`config.mk`:
```
export PLATFORM = sky130hd
export DESIGN_NAME = gpu_cmd_queue
export DESIGN_NICKNAME = d
export VERILOG_FILES = /design/src/rtl/gpu_cmd_queue.sv
export SDC_FILE = /design/constraint.sdc
export NUM_CORES = 1
export LEC_CHECK = 0
export ABC_AREA = 0
export CORE_MARGIN = 1.5
export CORE_UTILIZATION = 60
export CTS_CLUSTER_SIZE = 30
export DETAILED_ROUTE_END_ITERATION = 6
export GPL_TIMING_DRIVEN = 0
export PLACE_DENSITY = 0.84
export SYNTH_ARGS = -nofsm -noshare
export SYNTH_HDL_FRONTEND = slang
export SYNTH_SLANG_ARGS = --single-unit
```
`constraint.sdc`:
```
create_clock -name clk -period 4.75 [get_ports clk]
set_clock_uncertainty 0.2 [all_clocks]
set_input_delay 0.95 -clock clk [delete_from_list [all_inputs] [get_ports clk]]
set_output_delay 0.95 -clock clk [all_outputs]
set_load 0.01 [all_outputs]
```
`src/rtl/gpu_cmd_queue.sv`:
```
// CPU-to-rasterizer command queue: circular buffer plus a
// four-state issue sequencer with a registered request strobe.
package gpu_cmd_pkg;
  typedef enum logic [1:0] {
    CMD_NOP   = 2'd0,
    CMD_POINT = 2'd1,
    CMD_LINE  = 2'd2,
    CMD_FILL  = 2'd3
  } raster_command_t;

  typedef struct packed {
    raster_command_t command;
    logic [7:0]      x0;
    logic [7:0]      y0;
    logic [7:0]      x1;
    logic [7:0]      y1;
    logic [2:0]      colour;
  } cmd_entry_t;
endpackage

module gpu_cmd_queue
  import gpu_cmd_pkg::*;
#(
  parameter int DEPTH = 4
) (
  input  logic                    clk,
  input  logic                    rst_async,
  input  raster_command_t         cpu_command,
  input  logic [7:0]              cpu_x0,
  input  logic [7:0]              cpu_y0,
  input  logic [7:0]              cpu_x1,
  input  logic [7:0]              cpu_y1,
  input  logic [2:0]              cpu_colour,
  input  logic                    cpu_execute_request,
  output logic                    cpu_busy,
  output raster_command_t         gpu_command,
  output logic [7:0]              gpu_x0,
  output logic [7:0]              gpu_y0,
  output logic [7:0]              gpu_x1,
  output logic [7:0]              gpu_y1,
  output logic [2:0]              gpu_colour,
  output logic                    gpu_execute_request,
  input  logic                    gpu_busy,
  output logic [$clog2(DEPTH):0]  level,
  output logic                    overflow
);

  localparam int AW = $clog2(DEPTH);
  localparam int LW = AW + 1;

  typedef enum logic [1:0] {
    IDLE,
    ISSUE,
    SETTLE,
    WAIT
  } state_t;

  state_t     state;
  state_t     state_nx;
  cmd_entry_t mem [DEPTH];
  cmd_entry_t wr_data;
  cmd_entry_t head;
  logic [AW-1:0] wr_ptr;
  logic [AW-1:0] rd_ptr;
  logic       push;
  logic       pop;
  logic       has_data;

  assign cpu_busy = (level == LW'(DEPTH));
  assign push     = cpu_execute_request && !cpu_busy;
  assign has_data = (level != '0);
  assign head     = mem[rd_ptr];

  assign wr_data = '{
    command: cpu_command,
    x0:      cpu_x0,
    y0:      cpu_y0,
    x1:      cpu_x1,
    y1:      cpu_y1,
    colour:  cpu_colour
  };

  // Storage is deliberately left out of reset.
  always_ff @(posedge clk) begin
    if (push) mem[wr_ptr] <= wr_data;
  end

  always_ff @(posedge clk or negedge rst_async) begin
    if (!rst_async) begin
      wr_ptr   <= '0;
      rd_ptr   <= '0;
      level    <= '0;
      overflow <= 1'b0;
    end else begin
      if (push) wr_ptr <= wr_ptr + AW'(1);
      if (pop)  rd_ptr <= rd_ptr + AW'(1);
      unique case ({push, pop})
        2'b10:   level <= level + LW'(1);
        2'b01:   level <= level - LW'(1);
        default: level <= level;
      endcase
      if (cpu_execute_request && cpu_busy) overflow <= 1'b1;
    end
  end

  always_comb begin
    state_nx = state;
    pop      = 1'b0;
    unique case (state)
      IDLE: begin
        if (has_data && !gpu_busy) begin
          pop      = 1'b1;
          state_nx = ISSUE;
        end
      end
      ISSUE:  state_nx = SETTLE;
      // Rasterizer only raises busy the cycle after the request.
      SETTLE: state_nx = WAIT;
      WAIT: begin
        if (!gpu_busy) begin
          if (has_data) begin
            pop      = 1'b1;
            state_nx = ISSUE;
          end else begin
            state_nx = IDLE;
          end
        end
      end
      default: state_nx = IDLE;
    endcase
  end

  always_ff @(posedge clk or negedge rst_async) begin
    if (!rst_async) begin
      state               <= IDLE;
      gpu_execute_request <= 1'b0;
      gpu_command         <= CMD_NOP;
      gpu_x0              <= '0;
      gpu_y0              <= '0;
      gpu_x1              <= '0;
      gpu_y1              <= '0;
      gpu_colour          <= '0;
    end else begin
      state               <= state_nx;
      gpu_execute_request <= pop;
      if (pop) begin
        gpu_command <= head.command;
        gpu_x0      <= head.x0;
        gpu_y0      <= head.y0;
        gpu_x1      <= head.x1;
        gpu_y1      <= head.y1;
        gpu_colour  <= head.colour;
      end
    end
  end

endmodule

```
Word level (Yosys, flattened, before mapping)
Memories as Yosys holds them, arrays and structs flattened. A register that Yosys moved wholly into a read port is not among the register bits.
Index checks and enable logic that the tools add are counted.
W data, S select, Z words.
Operators by class
  add/subtract/negate cells: 4
  reduce and logical (&&, ||, !) cells: 10
  mux-type cells: 11
  equal/unequal tests: 8
Operators by type and width (number)
  $pmux W2 S4: 1
  $eq A2 B2 Y1 const B: 3
  $mux W1: 6
  $pmux W3 S2: 1
  $add A2 B1 Y2 const B: 2
  $eq A2 B1 Y1 const B: 2
  $mux W2: 2
  $ne A2 B2 Y1 const B: 2
  $add A3 B1 Y3 const B: 1
  $eq A3 B3 Y1 const B: 1
  $logic_and A1 B1 Y1: 3
  $logic_not A1 Y1: 3
  $reduce_bool A3 Y1: 1
  $sub A3 B1 Y3 const B: 1
  $logic_not A2 Y1: 1
  $pmux W1 S2: 1
  $reduce_and A2 Y1: 1
  $reduce_bool A2 Y1: 1
Storage, ports and cells
  input port bits: 41
  output and inout port bits: 43
  register bits: 11
  RAM bits: 148
  memories: 1
Memory list
  mem: depth 4, bits a word 37, read ports 1, clocked after memory_dff 1, wr ports 1, RTL line 60  | cmd_entry_t mem [DEPTH];

Logic depth before layout (Yosys ltp)
  depth in word-level cells: 6
  gate-level depth with buffers: 12
  mapped depth without buffers: 10

Worst setup path after synthesis
No wires, ideal clock.
  path kind: input to register
  start point: in gpu_busy
  end point: reg level[2]
  setup time: 0.079 ns
  path buffers: 2
  cell stages on the path: 9
  slack: 1.890 ns
  arrival time: 2.581 ns
  required time: 4.471 ns
  path through: nor4_4 > buf_4 > buf_6 > ha_1 > inv_1 > fa_1 > xor2_1 > nor2_1 > xor2_1
Between the ends
  word-level cells in the longest chain between the ends: 6
RTL lines
  from (decl): RTL line 43  | input logic gpu_busy,
  $logic_not A1 Y1
  $logic_and A1 B1 Y1: RTL line 111  | if (has_data && !gpu_busy) begin
  $mux W1: RTL line 111
  $pmux W1 S2 *: RTL line 109  | unique case (state)
  named net pop: RTL line 66  | logic pop;
  $eq A2 B1 Y1 / $eq A2 B2 Y1 (equally long branches): RTL line 97  | unique case ({push, pop})
  $pmux W3 S2 / $reduce_bool A2 Y1 (equally long branches)
  to (signal assigned): RTL line 98  | 2'b10: level <= level + LW'(1);
  to (signal assigned): RTL line 99  | 2'b01: level <= level - LW'(1);
  to (signal assigned): RTL line 100  | default: level <= level;
  to (decl): RTL line 44  | output logic [$clog2(DEPTH):0] level,
Mark *: on every way through the listed nets, which the timed path passes. The rest lies on a longest branch.
A chain may end at the register's enable or synchronous reset.

Final worst setup path
Ends and elaborated chain as after synthesis.

==> flow_summary_export.csv <==
group,metric,value,unit
status,status,"finished clean",
synth,yosysSeqAreaShare,76.4,%
synth,synth_cells,332,
global_routing,grt-ovfl-total,0,
placed_design,place_inst,567,
detailed_routing,dr.pass1.iters,4,
detailed_routing,wl,13200,um
worst_setup_path,cpLargestDelayFamily,"buffers and inverters",
power,power.static_leakage,3.23,nW
synth,yosysMostFrequentCell,"edfxtp_1",
sta,period_needed,3.21,ns
detailed_routing,wire_per_inst,22.1,um
global_routing,antenna_found_initial,0,
die,ios,84,
placed_design,hpwlAfterDp,8080,um
final_layout,final_cells,599,
synth,synth_nets,382,
worst_setup_path,crit_path_max_fanout,11,
die,core-area,0.0120,mm^2
hold_path,min_path_type,"register to register",
worst_setup_path,critPathMostFrequentCell,"xor2_1",
sta,tns,0,ns
synth,synth_warnings,0,
worst_setup_path,slowest_stage,"clkdlybuf4s50_1",
worst_setup_path,critPathBufInv,4,
power,cellPowerDensity,647,mW/mm^2
worst_setup_path,cp_slowest_stage_delay,0.50,ns
final_layout,finalNetCount,489,
clock_tree,cts_buffer_depth,2,
global_routing,grt_start_max_net_pins,30,
detailed_routing,avgViaCountPerCell,5.81,
clock_tree,root_buffer,"clkbuf_16",
placed_design,place_area,0.00851,mm^2
final_layout,antenna_cells,0,
clock_tree,cts_resized,0,
synth,synth_common_cells,"edfxtp_1 (148), dfrtp_1 (48), mux4_2 (37)",
final_layout,finalInstanceArea,0.00911,mm^2
final_layout,multi_input_area,0.00164,mm^2
synth,synth_edf_count,148,
worst_setup_path,endpoint_kind,"register",
worst_setup_path,worstPathCellList,"clkdlybuf4s50_1 -> nor4_4 -> buf_4 -> buf_6 -> ha_1 -> inv_1 -> fa_1 -> xor2_1 -> nor2_1 -> xor2_1",
detailed_routing,dr_total_vias,3481,
synth,synth_top_area_share,60.1,%
clock_tree,htreeDepth,4,
sta,hold_viol,0,
clock_tree,cts_buffers,17,
global_routing,track_usage,22.7,%
sta,max_slew.worst_pin.slew,0.704,ns
clock_tree,cts_tree,"done",
final_layout,fill_cells,665,
run,drv_cap,0,
placed_design,portBuffers,83,
placed_design,gp_congestion,0.670,
detailed_routing,drt_iter0_markers,189,
sta,max_freq,312,MHz
sta,slew_violations,0,
sta,slew_headroom,53.1,%
clock_tree,insertion_delay,0.43,ns
clock_tree,hold_buffers,0,
synth,ys_top_cells_by_area,"edfxtp_1 (60%), dfrtp_1 (16%), mux4_2 (11%)",
clock_tree,cts.sinks,196,
power,ir_drop,0.402,mV
die,dieArea,0.0130,mm^2
sta,setup_slack,1.54,ns
final_layout,fin_util,75.9,%
synth,synth.avg_cell_area,22.3,um^2
final_layout,regArea,0.00565,mm^2
die,row_count,40,
synth,synth_cell_type_count,29,
synth,syn_area,0.00739,mm^2
die,die_y,114,um
worst_setup_path,crit_arrival,3.37,ns
sta,rsz0062_at_grt,"false",
die,start_util,61.5,%
final_layout,syn_to_final_growth,23.3,%
global_routing,grt_pass1_wl,20800,um
global_routing,grt_pass1_vias,3758,
detailed_routing,antenna_left,0,
worst_setup_path,critPathKind,"input port to register",
final_layout,drive_above_1_share,28.3,%
synth,yosysTopAreaCell,"edfxtp_1",
detailed_routing,drc_errors,0,
synth,yosys_register_bits,196,
worst_setup_path,startpoint_type,"input port",
clock_tree,cts_setup_buffers,0,
die,die_w,114,um
placed_design,dp_slack,1.10,ns
sta,period_share,67.5,%
worst_setup_path,worstPathRequired,4.91,ns
clock_tree,clkTransAtPathRegs,0.07,ns
synth,synth_ff_type,"edfxtp_1",
sta,finalSetupViolations,0,
synth,async_reset_ff_share,24.5,%
kinds of logic after synthesis:
| family | Yosys count | share of synthesized area (%) |
|---|---|---|
| AOI/OAI and AO/OA | 7 | 0.609 |
| xor gates and xnor gates | 6 | 0.711 |
| adders and majority gates | 9 | 1.62 |
| buffers and inverters | 21 | 1.52 |
| DFF | 196 | 76.4 |
| muxes | 75 | 17.5 |
| and+or+nand+nor | 18 | 1.69 |
worst reg2reg max path: cells and delay by family, from the launching register on:
family / cells / cell delay [ns]
simple gates: 2 / 0.45
xor+xnor: 2 / 0.29
buf+inv: 4 / 0.64
flops: 1 / 0.41
fa+ha+maj: 3 / 0.96
flip-flops by register name (all words and copies together) (netlist names):
register	cells
level	3
gpu_colour	3
gpu_command	2
gpu_execute_request	1
state	2
gpu_y1	8
mem	148
rd_ptr	2
overflow	1
wr_ptr	2
gpu_x1	8
gpu_y0	8
gpu_x0	8
layer usage:
| metal | share of wire (%) | track usage [%] |
|---|---|---|
| met5 | 0 | 0 |
| met4 | 1.0 | 7.75 |
| met3 | 4.6 | 7.17 |
| met2 | 53 | 36.7 |
| met1 | 42 | 29.9 |
cell usage in the layout, fill, tap and decap left out, types with 2 or more instances in the layout:
cell / netlist / layout
clkbuf_1: 2 / 3
inv_1: 9 / 9
clkdlybuf4s50_1: 0 / 82
mux2_4: 8 / 8
clkinv_2: 0 / 4
clkinvlp_4: 0 / 2
mux4_2: 37 / 37
o21ai_0: 3 / 3
clkbuf_16: 0 / 18
buf_12: 0 / 5
and2_2: 0 / 4
mux2_2: 30 / 30
ha_1: 8 / 8
bufinv_16: 0 / 2
clkbuf_8: 0 / 4
dfrtp_1: 48 / 48
buf_6: 3 / 3
nor2_1: 4 / 4
xor2_1: 4 / 4
buf_2: 6 / 7
xnor2_1: 2 / 2
edfxtp_1: 148 / 148
and2_1: 6 / 2
power breakdown:
group	switching, W	leakage, nW	internal [W]	total [W]
sequential	0.000204	1.92	0.00234	0.00255
combinational	0.000845	1.01	0.00107	0.00191
clock	0.000582	0.298	0.000857	0.00144
stage by stage:
step	power [W]	hold slack (ns)
floorplan	0.00371	0.293
global placement	0.00437	0.238
detailed placement	0.00450	0.245
CTS	0.00596	0.260
global route	0.00618	0.268
finish	0.00590	0.256
final cells by class:
class | count | share of cell area [%]
tap | 147 | 2.02
timing repair buffer | 88 | 10.2
clock inverter | 9 | 1.08
clock buffer | 23 | 5.59
multi-input combinational | 115 | 18.0
buffer | 12 | 0.865
inverter | 9 | 0.371
sequential | 196 | 61.9
path summary, 6_finish.rpt:
check / from / to / slack [ns] / cells after the start
worst max-delay path: gpu_busy / level[2]$_DFFE_PN0P_ / 1.54 / 10
worst min-delay path: overflow$_DFFE_PN0P_ / overflow$_DFFE_PN0P_ / 0.26 / 1
worst max register to register: state[0]$_DFFE_PN0P_ / level[2]$_DFFE_PN0P_ / 1.73 / 11
worst min register to register: overflow$_DFFE_PN0P_ / overflow$_DFFE_PN0P_ / 0.26 / 1
max in group asynchronous: rst_async / gpu_colour[0]$_DFFE_PN0P_ / 3.49 / 2
min in group asynchronous: rst_async / gpu_command[0]$_DFFE_PN0P_ / 0.31 / 1
Note: power is estimated with default switching activity, not from simulation.
